`config.mk`:
```
export PLATFORM = sky130hd
export DESIGN_NAME = pc_sequencer
export DESIGN_NICKNAME = d
export VERILOG_FILES = /design/src/rtl/pc_sequencer.sv
export SDC_FILE = /design/constraint.sdc
export NUM_CORES = 1
export LEC_CHECK = 0
export BUFFER_PORTS_ARGS = -buffer_cell sky130_fd_sc_hd__buf_2
export CORE_ASPECT_RATIO = 1.2
export CORE_MARGIN = 5
export CORE_UTILIZATION = 50
export CTS_BUF_LIST = sky130_fd_sc_hd__clkbuf_16
export DETAILED_ROUTE_END_ITERATION = 8
export PLACE_DENSITY = 0.74
export SETUP_SLACK_MARGIN = 0.1
export SYNTH_ARGS = -nofsm -noshare
export SYNTH_HDL_FRONTEND = slang
export SYNTH_SLANG_ARGS = --single-unit
```
`constraint.sdc`:
```
create_clock -name clk -period 4.1 [get_ports clk]
set_input_delay 0.615 -clock clk [delete_from_list [all_inputs] [get_ports clk]]
set_output_delay 0.615 -clock clk [all_outputs]
set_load 0.05 [all_outputs]
```
`src/rtl/pc_sequencer.sv`:
```
// -----------------------------------------------------------------------------
// pc_sequencer
//
// Program-counter sequencer. It steps the PC, takes jumps through a 16-entry
// target LUT, and optionally supports call/return through a return-address
// stack. Every taken redirect is followed by exactly one FLUSH bubble.
// An illegal stack operation parks the block in HALT until reset.
//
// Configuration macro: PC_SEQ_RAS_EN
//   defined   - CALL pushes PC+1 and ret pops it (return-address stack).
//   undefined - CALL behaves as JMP, ret behaves as SEQ,
//               ras_level is tied to 0 and stack_err is tied to 0.
//
// Parameters:
//   D          program-counter width in bits (>= 4)
//   RAS_DEPTH  return-address stack entries (power of 2, 2..8)
//
// Ports:
//   clk        clock; all state updates on the rising edge
//   reset      synchronous active-low reset
//   stall      freezes PC, stack and FSM; LUT writes still proceed
//   op         00 SEQ, 01 JMP, 10 BRF (branch if flag), 11 CALL
//   ret        return request; has priority over op
//   flag       branch condition for BRF
//   lut_idx    target-LUT index for JMP/BRF/CALL
//   lut_we     target-LUT write enable
//   lut_waddr  target-LUT write address
//   lut_wdata  target-LUT write data
//   prog_ctr   registered program counter
//   redirect   one-cycle pulse after a taken jump/call/return
//   busy       FSM is not in RUN
//   stack_err  sticky stack overflow/underflow flag
//   ras_level  current stack occupancy
// -----------------------------------------------------------------------------
module pc_sequencer #(
  parameter int D         = 10,
  parameter int RAS_DEPTH = 4
) (
  input  logic         clk,
  input  logic         reset,
  input  logic         stall,
  input  logic [1:0]   op,
  input  logic         ret,
  input  logic         flag,
  input  logic [3:0]   lut_idx,
  input  logic         lut_we,
  input  logic [3:0]   lut_waddr,
  input  logic [D-1:0] lut_wdata,
  output logic [D-1:0] prog_ctr,
  output logic         redirect,
  output logic         busy,
  output logic         stack_err,
  output logic [3:0]   ras_level
);

  // Elaboration-time parameter sanity checks.
  if (D < 4) begin : g_bad_width
    $error("pc_sequencer: D must be at least 4");
  end
  if (RAS_DEPTH < 2 || RAS_DEPTH > 8 || (RAS_DEPTH & (RAS_DEPTH - 1)) != 0) begin : g_bad_depth
    $error("pc_sequencer: RAS_DEPTH must be a power of 2 in 2..8");
  end

  typedef enum logic [1:0] {
    ST_RUN   = 2'd0,
    ST_FLUSH = 2'd1,
    ST_HALT  = 2'd2
  } state_e;

  localparam logic [1:0] OP_SEQ  = 2'b00;
  localparam logic [1:0] OP_JMP  = 2'b01;
  localparam logic [1:0] OP_BRF  = 2'b10;
  localparam logic [1:0] OP_CALL = 2'b11;

  state_e       state_q, state_d;
  logic [D-1:0] pc_q, pc_d;
  logic         redirect_q, redirect_d;
  logic [D-1:0] lut_q [16];
  logic [D-1:0] pc_inc;
  logic [D-1:0] lut_rd;

  // Natural D-bit overflow gives the all-ones -> 0 wrap.
  assign pc_inc = pc_q + D'(1);
  // Combinational read of the registered LUT. A same-cycle write lands at
  // the edge, so the read still sees the old entry.
  assign lut_rd = lut_q[lut_idx];

`ifdef PC_SEQ_RAS_EN
  localparam int         RAS_AW   = $clog2(RAS_DEPTH);
  localparam logic [3:0] RAS_FULL = 4'(RAS_DEPTH);

  logic [D-1:0]      ras_q [RAS_DEPTH];
  logic [3:0]        lvl_q, lvl_d;
  logic              err_q, err_d;
  logic              push;
  logic [RAS_AW-1:0] push_idx;
  logic [RAS_AW-1:0] top_idx;

  // The stack grows upward: the next free slot is at lvl, and the top is at lvl-1.
  assign push_idx = RAS_AW'(lvl_q);
  assign top_idx  = RAS_AW'(lvl_q - 4'd1);
`endif

  // ---------------------------------------------------------------------------
  // Next-state / next-PC decode
  // ---------------------------------------------------------------------------
  always_comb begin
    state_d    = state_q;
    pc_d       = pc_q;
    redirect_d = 1'b0;
`ifdef PC_SEQ_RAS_EN
    lvl_d      = lvl_q;
    err_d      = err_q;
    push       = 1'b0;
`endif

    unique case (state_q)
      ST_RUN: begin
        if (!stall) begin
          if (ret) begin
`ifdef PC_SEQ_RAS_EN
            if (lvl_q != 4'd0) begin
              pc_d       = ras_q[top_idx];
              lvl_d      = lvl_q - 4'd1;
              redirect_d = 1'b1;
              state_d    = ST_FLUSH;
            end else begin
              // Underflow: keep the PC and stack as they are, and park.
              err_d   = 1'b1;
              state_d = ST_HALT;
            end
`else
            pc_d = pc_inc;
`endif
          end else begin
            case (op)
              OP_SEQ: pc_d = pc_inc;
              OP_JMP: begin
                pc_d       = lut_rd;
                redirect_d = 1'b1;
                state_d    = ST_FLUSH;
              end
              OP_BRF: begin
                if (flag) begin
                  pc_d       = lut_rd;
                  redirect_d = 1'b1;
                  state_d    = ST_FLUSH;
                end else begin
                  pc_d = pc_inc;
                end
              end
              OP_CALL: begin
`ifdef PC_SEQ_RAS_EN
                if (lvl_q < RAS_FULL) begin
                  push       = 1'b1;
                  lvl_d      = lvl_q + 4'd1;
                  pc_d       = lut_rd;
                  redirect_d = 1'b1;
                  state_d    = ST_FLUSH;
                end else begin
                  // Overflow: keep the PC and stack as they are, and park.
                  err_d   = 1'b1;
                  state_d = ST_HALT;
                end
`else
                pc_d       = lut_rd;
                redirect_d = 1'b1;
                state_d    = ST_FLUSH;
`endif
              end
              default: pc_d = pc_q;
            endcase
          end
        end
      end

      // A single bubble after a redirect. A stall stretches it.
      ST_FLUSH: begin
        if (!stall) begin
          state_d = ST_RUN;
        end
      end

      // Only reset leaves HALT.
      ST_HALT: state_d = ST_HALT;

      default: state_d = ST_RUN;
    endcase
  end

  // ---------------------------------------------------------------------------
  // Control state registers
  // ---------------------------------------------------------------------------
  always_ff @(posedge clk) begin
    if (!reset) begin
      state_q    <= ST_RUN;
      pc_q       <= '0;
      redirect_q <= 1'b0;
    end else begin
      state_q    <= state_d;
      pc_q       <= pc_d;
      redirect_q <= redirect_d;
    end
  end

  // ---------------------------------------------------------------------------
  // Jump-target LUT: reset spreads the targets evenly across the address space
  // ---------------------------------------------------------------------------
  always_ff @(posedge clk) begin
    if (!reset) begin
      for (int i = 0; i < 16; i++) begin
        lut_q[i] <= D'(i) << (D - 4);
      end
    end else if (lut_we) begin
      lut_q[lut_waddr] <= lut_wdata;
    end
  end

`ifdef PC_SEQ_RAS_EN
  // ---------------------------------------------------------------------------
  // Return-address stack (the contents are not reset; only the level is)
  // ---------------------------------------------------------------------------
  always_ff @(posedge clk) begin
    if (!reset) begin
      lvl_q <= 4'd0;
      err_q <= 1'b0;
    end else begin
      lvl_q <= lvl_d;
      err_q <= err_d;
    end
  end

  always_ff @(posedge clk) begin
    if (reset && push) begin
      ras_q[push_idx] <= pc_inc;
    end
  end

  assign ras_level = lvl_q;
  assign stack_err = err_q;
`else
  assign ras_level = 4'd0;
  assign stack_err = 1'b0;
`endif

  assign prog_ctr = pc_q;
  assign redirect = redirect_q;
  assign busy     = (state_q != ST_RUN);

endmodule

```
# Word level (Yosys, flattened, before mapping)
# Memories as Yosys holds them, arrays and structs flattened.
# Index checks and enable logic that the tools add are counted.
[op_classes]
add_sub_neg = 1
n_eq_ne = 10
mux = 18
n_bitwise = 3
reduce_logical = 8
[op_table]
columns = ["operator", "count"]
rows = [
  ["$mux 10", 3],
  ["$pmux 10 s3", 1],
  ["$add 10x1->10 const B", 1],
  ["$reduce_or 10->1", 1],
  ["$mux 2", 4],
  ["$eq 2x2->1 const B", 3],
  ["$mux 1", 6],
  ["$ne 2x2->1 const B", 3],
  ["$pmux 2 s3", 1],
  ["$reduce_and 5->1", 1],
  ["$eq 2x1->1 const B", 2],
  ["$logic_not 2->1", 2],
  ["$mux 4", 1],
  ["$pmux 2 s2", 1],
  ["$reduce_or 4->1", 1],
  ["$ne 3x2->1 const B", 1],
  ["$ne 3x3->1 const B", 1],
  ["$not 1->1", 3],
  ["$pmux 1 s2", 1],
  ["$reduce_and 2->1", 1],
  ["$reduce_bool 2->1", 1],
  ["$reduce_or 2->1", 1],
]
[word_totals]
register_bits = 13
mem_bits_rw = 160
inputBits = 26
output_inout_bits = 17
n_memories = 1
[memory_table]
columns = ["memory", "words", "width", "rd", "rd_clocked_by_memory_dff", "wr", "line", "rtl"]
rows = [
  ["lut_q", 16, 10, 1, 0, 16, "78", "logic [D-1:0] lut_q [16];"],
]

# Longest topological paths before layout
# Gate-level depths: netlist of run 1.
[logic_depth]
ltp_word = 6
mapped_depth = 8

# Least setup slack after synthesis of run 1
# No wires, ideal clock.
[synth_timing]
path_type = "input-to-reg"
from = "in lut_waddr[0]"
to = "mem lut_q[4][0] (enable)"
setup_ns = 0.391
t_arrival_ns = 1.961
required_ns = 3.709
slack_ns = 1.748
stages = 3
cell_sequence = "or3_1 -> clkbuf_1 -> o21ai_0"
[synth_rtl]
columns = ["item", "line", "rtl"]
rows = [
  ["start, declared", "47", "input logic [3:0] lut_waddr,"],
  ["end, declared", "78", ""],
]

# Worst setup path after layout of run 1
[layout_timing]
from = "in lut_idx[0]"
to = "reg pc_q[0], in the netlist prog_ctr[0]"
[layout_via]
elab_chain_len = 4
[layout_lines]
columns = ["item", "line", "rtl"]
rows = [
  ["start, declared", "45", "input logic [3:0] lut_idx,"],
  ["$mem_v2 16x10 *", "n/a", ""],
  ["$mux 10", "144", "if (flag) begin"],
  ["$pmux 10 s3 *", "136", "case (op)"],
  ["$mux 10 *", "120", "if (ret) begin"],
  ["end signal, assigned", "201", "pc_q <= pc_d;"],
  ["end, declared", "76", "logic [D-1:0] pc_q, pc_d;"],
]
# Mark *: on every way between the ends. The rest lies on a longest branch, timed or not.
# A chain may end at the register's enable or synchronous reset.

==> flow_summary.yaml, run 1 <==
run_status:
  status: "complete, no violations"
clock_network:
  clockBufferDepth: 2
  cts_tree: "yes"
  post_cts_buffers: 0
  clk_pin_slew_worst_paths_ns: 0.07
  cts_buffers: 17
  cts.sinks: 173
  cts_hold_buf: 0
  ctsHtreeMaxLevel: 4
  clkLatencyLatePin_ns: 0.43
  cts_resized: 0
  clockRootBuffer: "clkbuf_16"
yosys:
  synth_flop_cell: "edfxtp_1"
  synth_cell_types: 42
  synth.avg_cell_area_sq_um: 14.4
  syn-cell-area_sq_um: 8110
  async_flop_share_pct: 0
  syn_inst: 565
  synth-seq-cells: 173
  ys_warn_count: 0
  synth_seq_area_share_pct: 62.4
  synth_edf_count: 160
setup_path:
  slowest_delay_ns: 0.57
  cp.required_ns: 4.42
  start_kind: "input port"
  path_class: "in -> reg"
  r2r_start: "state_q[1]"
  critPathCaptureType: "register"
  cp_data_arrival_time_ns: 2.69
  worst_path_max_delay_cell: "mux4_1"
  cp-startpoint: "lut_idx[0]"
  path_max_fanout: 19
  crit_chain: "buf_2 > buf_4 > mux4_1 > mux4_2 > nand3_1 > a21boi_1"
final_layout:
  layout_commonest_cell: "edfxtp_1"
  fin_nets: 627
  final_util_pct: 56.5
  final_cell_mix: "edfxtp_1 (160), and2_1 (129), mux4_2 (39)"
  synthToLayoutAreaGrowth_pct: 12.0
  fin_cells: 825
  antenna_cells: 0
  multi_input_comb_area_sq_um: 2830
  ff_latch_area_sq_um: 5060
  drive_above_1_share_pct: 22.7
  num-fill-cells: 1271
die:
  die_area_sq_um: 18900
  die_w_um: 126
  core_area_sq_um: 16100
  num_rows: 51
  pin_count: 43
  die_h_um: 150
  start_util_pct: 50.4
routing:
  dr.pass1.iters: 5
  routed_wl_um: 18500
  via_per_inst: 5.84
  wl_per_cell_um: 22.4
  drcViolationCount: 0
  drt-initial-drc-count: 447
  ant_nets: 0
  vias: 4821
timing:
  fmax_mhz: 421
  setup_violations: 0
  clock_skew_ns: 0.0105
  report.final.slew_viol_count: 0
  period_share_pct: 57.9
  worst_slack_ns: 1.73
  rsz0062_at_grt: "no"
  worst_pin_slew_ns: 0.977
  relSlewSlack_pct: 34.6
  layout_min_cycle_time_ns: 2.37
  hold_viol: 0
  setup_tns_ns: 0
global_route:
  grt_pass1_wl_um: 28500
  antenna_found_initial: 1
  grt_max_degree: 33
  grt_pass1_vias: 4899
  overflow: 0
  grt_util_all_layers_pct: 20.3
worst_hold_path:
  hp-start: "stall"
  hold_path.class: "in -> reg"
power_and_ir_drop:
  pwr-share-clk_pct: 39.3
  total_power_mw: 3.97
  vdd_drop_max_mv: 0.305
  p_sw_mw: 1.01
  power_density_nw_per_um2: 437
  power.internal_mw: 2.97
  combPwrFrac_pct: 8.8
  p_leak_nw: 3.17
  seq_power_share_pct: 51.9
  netSwitchingFraction_pct: 25.3
flow_run:
  cap_violations: 0
placement:
  port_buffers: 37
  place.gp.congestion: 0.840
  hpwl_um: 12500
  dp.cells: 793
  pre_cts_slack_ns: 1.25
-- cell families after synthesis --
logic type      after synthesis  synth area share, %
simple gates                234                 16.9
flops                       173                 62.4
mux                          56                 13.9
compound gates               50                 3.47
buf+inv                      47                 2.79
xor+xnor                      3                0.324
fa+ha+maj                     1                0.154
other cells                   1               0.0462
-- final cells by class --
class | count | share of cell area [%]
sequential | 173 | 55.7
multi-input combinational | 349 | 31.2
clock buffer | 17 | 4.68
timing repair buffer | 59 | 3.86
tap | 212 | 2.92
clock inverter | 15 | 1.60
-- registers in the layout, summed over array words and instances (netlist names) --
signal	count
lut_q	160
prog_ctr	10
state_q	2
redirect	1
-- path summary, 6_finish.rpt --
| kind | end | depth (start not counted) | slack, ns |
|---|---|---|---|
| hold reg to reg | state_q[0] | 2 | 0.50 |
| setup / recovery | prog_ctr[0] | 6 | 1.73 |
| hold / removal | state_q[0] | 3 | 0.47 |
| setup reg to reg | prog_ctr[5] | 5 | 2.25 |
-- cells in the mapped netlist (2+ instances only) --
| cell type | count | area share [%] |
|---|---|---|
| edfxtp_1 | 160 | 59 |
| and2_1 | 129 | 10 |
| mux4_2 | 39 | 11 |
| or3_1 | 31 | 2.4 |
| clkbuf_1 | 30 | 1.4 |
| o21ai_0 | 23 | 1.4 |
| nor2_1 | 19 | 0.88 |
| nand2_1 | 14 | 0.65 |
| a21oi_1 | 13 | 0.80 |
| dfxtp_1 | 13 | 3.2 |
| nand2b_1 | 12 | 0.93 |
| nor3_1 | 10 | 0.62 |
| mux2_2 | 8 | 1.1 |
| buf_2 | 7 | 0.43 |
| buf_4 | 7 | 0.65 |
| a31oi_1 | 6 | 0.46 |
| nand3_1 | 6 | 0.37 |
| mux2i_1 | 5 | 0.62 |
| mux4_1 | 4 | 1.3 |
| buf_6 | 2 | 0.28 |
| nand3b_1 | 2 | 0.19 |
| nand4_1 | 2 | 0.15 |
| o211ai_1 | 2 | 0.19 |
| or2_2 | 2 | 0.15 |
| xnor2_1 | 2 | 0.22 |
-- metrics by stage --
step,area [sq um],hold slack [ns]
after CTS,9080,0.460
after detailed placement,8510,0.487
after global placement,8510,0.471
after global routing,9080,0.475
final,9080,0.472
after floorplan,8130,0.453
-- power by group through the flow --
stage	Sequential [mW]	Combinational (mW)	Clock, mW
final	2.06	0.349	1.56
after global routing	2.07	0.373	1.65
after CTS	2.06	0.350	1.57
after detailed placement	2.10	0.349	0
after global placement	2.10	0.342	0
after floorplan	2.10	0.220	0
-- layer usage --
layer	vias to the layer above	track usage [%]	wire, um
li1	2179	-	-
met3	39	4.57	1290
met5	-	0	12
met2	200	32.6	8900
met1	2401	26.0	7430
met4	2	10.7	867
-- worst max-delay path: cells and delay by family --
kind	cells	cell delay [ns]
multiplexers	2	1.03
buffers and inverters	2	0.88
AND/OR/NAND/NOR	1	0.09
AO/OA/AOI/OAI	1	0.06
Note: power is estimated with default switching activity, not from simulation.
==> run 2: changes to the inputs <==
==> constraint.sdc (replaced) <==
create_clock -name clk -period 2.22 [get_ports clk]
set_input_delay 0.333 -clock clk [delete_from_list [all_inputs] [get_ports clk]]
set_output_delay 0.333 -clock clk [all_outputs]
set_load 0.05 [all_outputs]
==> run 2 against run 1 <==
Compared with the run above:
- worst hold slack worse by 0.28 ns
- final area rose by 2.5%
- core utilization up 1.4 points
- clock power up 94%
- die area is the same
- register-to-register slack worse by 1.9 ns
- setup slack worse by 1.4 ns
- first-iteration DRC count grew 18%
- largest cell class unchanged
==> flow_summary.yaml, run 2 (same netlist as run 1, synthesis figures left out) <==
setup_path:
  path_class: "reg -> reg"
  worst_path_max_delay_cell: "mux4_1"
  cp-startpoint: "lut_q[9][7]"
  slowest_delay_ns: 0.52
  r2r_start: "lut_q[9][7]"
  critPathCaptureType: "register"
  path_max_fanout: 1
  cp_data_arrival_time_ns: 2.17
  start_kind: "register"
  crit_chain: "mux4_1 > mux4_2 > a221o_1"
  cp.required_ns: 2.53
  r2r_cells: 3
power_and_ir_drop:
  p_leak_nw: 3.30
  vdd_drop_max_mv: 0.555
  total_power_mw: 7.54
  power_density_nw_per_um2: 809
timing:
  fmax_mhz: 538
  report.final.slew_viol_count: 0
  worst_pin_slew_ns: 0.597
  worst_slack_ns: 0.360
  setup_violations: 0
  clock_skew_ns: 0.00984
  relSlewSlack_pct: 60.2
  hold_viol: 0
  rsz0062_at_grt: "no"
  period_share_pct: 83.8
  layout_min_cycle_time_ns: 1.86
die:
  start_util_pct: 50.4
  die_area_sq_um: 18900
  core_area_sq_um: 16100
  pin_count: 43
  die_w_um: 126
  die_h_um: 150
  num_rows: 51
clock_network:
  cts_tree: "yes"
  cts_buffers: 17
  clkLatencyLatePin_ns: 0.43
  cts.sinks: 173
  clockRootBuffer: "clkbuf_16"
  cts_hold_buf: 0
  clockBufferDepth: 2
  cts_resized: 0
  ctsHtreeMaxLevel: 4
  post_cts_buffers: 0
  clk_pin_slew_worst_paths_ns: 0.07
final_layout:
  top_register: "lut_q"
  layout_commonest_cell: "edfxtp_1"
  fin_nets: 649
  antenna_cells: 0
  fin_area_sq_um: 9310
  drive_above_1_share_pct: 25.2
  largest_reg_flops: 160
  synthToLayoutAreaGrowth_pct: 14.8
  final_cell_mix: "edfxtp_1 (160), and2_1 (129), buf_4 (41)"
worst_hold_path:
  hp-start: "stall"
  hold_path.class: "in -> reg"
  min_path_cells: 3
global_route:
  grt_util_all_layers_pct: 22.0
  grt_pass1_vias: 5125
  overflow: 0
  grt_max_degree: 31
  antenna_found_initial: 0
  grt_pass1_wl_um: 30600
flow_run:
  cap_violations: 0
routing:
  vias: 5047
  ant_nets: 0
  dr.pass1.iters: 5
  wl_per_cell_um: 23.4
  routed_wl_um: 19900
  drcViolationCount: 0
  drt-initial-drc-count: 529
  via_per_inst: 5.96
placement:
  pre_cts_slack_ns: 0.0187
  port_buffers: 37
  hpwl_um: 13500
  place.gp.congestion: 0.837
  dpl_cell_area_sq_um: 8720
run_status:
  status: "complete, no violations"
## run 2: cell types whose count changed in the layout (fill, tap and decap cells not counted), moves of 2 or more
cell,previous run,this run
inv_8,5,0
clkinv_2,0,3
clkinv_4,3,1
buf_4,22,41
clkinvlp_4,1,3
buf_12,0,3
bufinv_16,0,3
## run 2: power by group
group	internal, mW	leakage, nW	total (mW)	switching, mW
combinational	0.277	1.36	0.689	0.413
sequential	3.74	1.65	3.81	0.0744
clock	1.77	0.289	3.03	1.27
total	5.78	3.30	7.54	1.75
## run 2: path summary, 6_finish.rpt
path / to / slack [ns]
worst max-delay path: prog_ctr[7] / 0.36
worst min-delay path: state_q[0] / 0.19
worst max register to register: prog_ctr[7] / 0.36
worst min register to register: state_q[0] / 0.49
## run 2: critical path, delay by kind of cell, from the launching register on
kind / cells / cell delay [ns]
multiplexers: 2 / 1.02
flip-flops: 1 / 0.40
AO/OA/AOI/OAI: 1 / 0.34
## run 2: cell type report
type                    instances  area (sq um)
fillers                      1254          6770
well taps                     212           265
flip-flops and latches        173          5060
clock buffers                  17           425
clock inverters                15           170
repair buffers                 81           553
multi-input cells             349          2830
## run 2: per-stage QoR
step	TNS (ns)	hold WS, ns	utilization (%)	std cells
floorplan	0	0.453	-	569
global placement	-0.00161	0.468	54.2	815
detailed placement	0	0.489	54.2	815
CTS	0	0.177	57.9	847
global route	0	0.223	57.9	847
finish	0	0.187	57.9	847
## run 2: metal layers
layer	global-route usage, %	wire length, um	vias up
met5	0	0	-
met3	4.78	1520	39
met4	8.53	610	0
li1	-	-	2217
met2	37.2	10100	250
met1	27.8	7570	2541
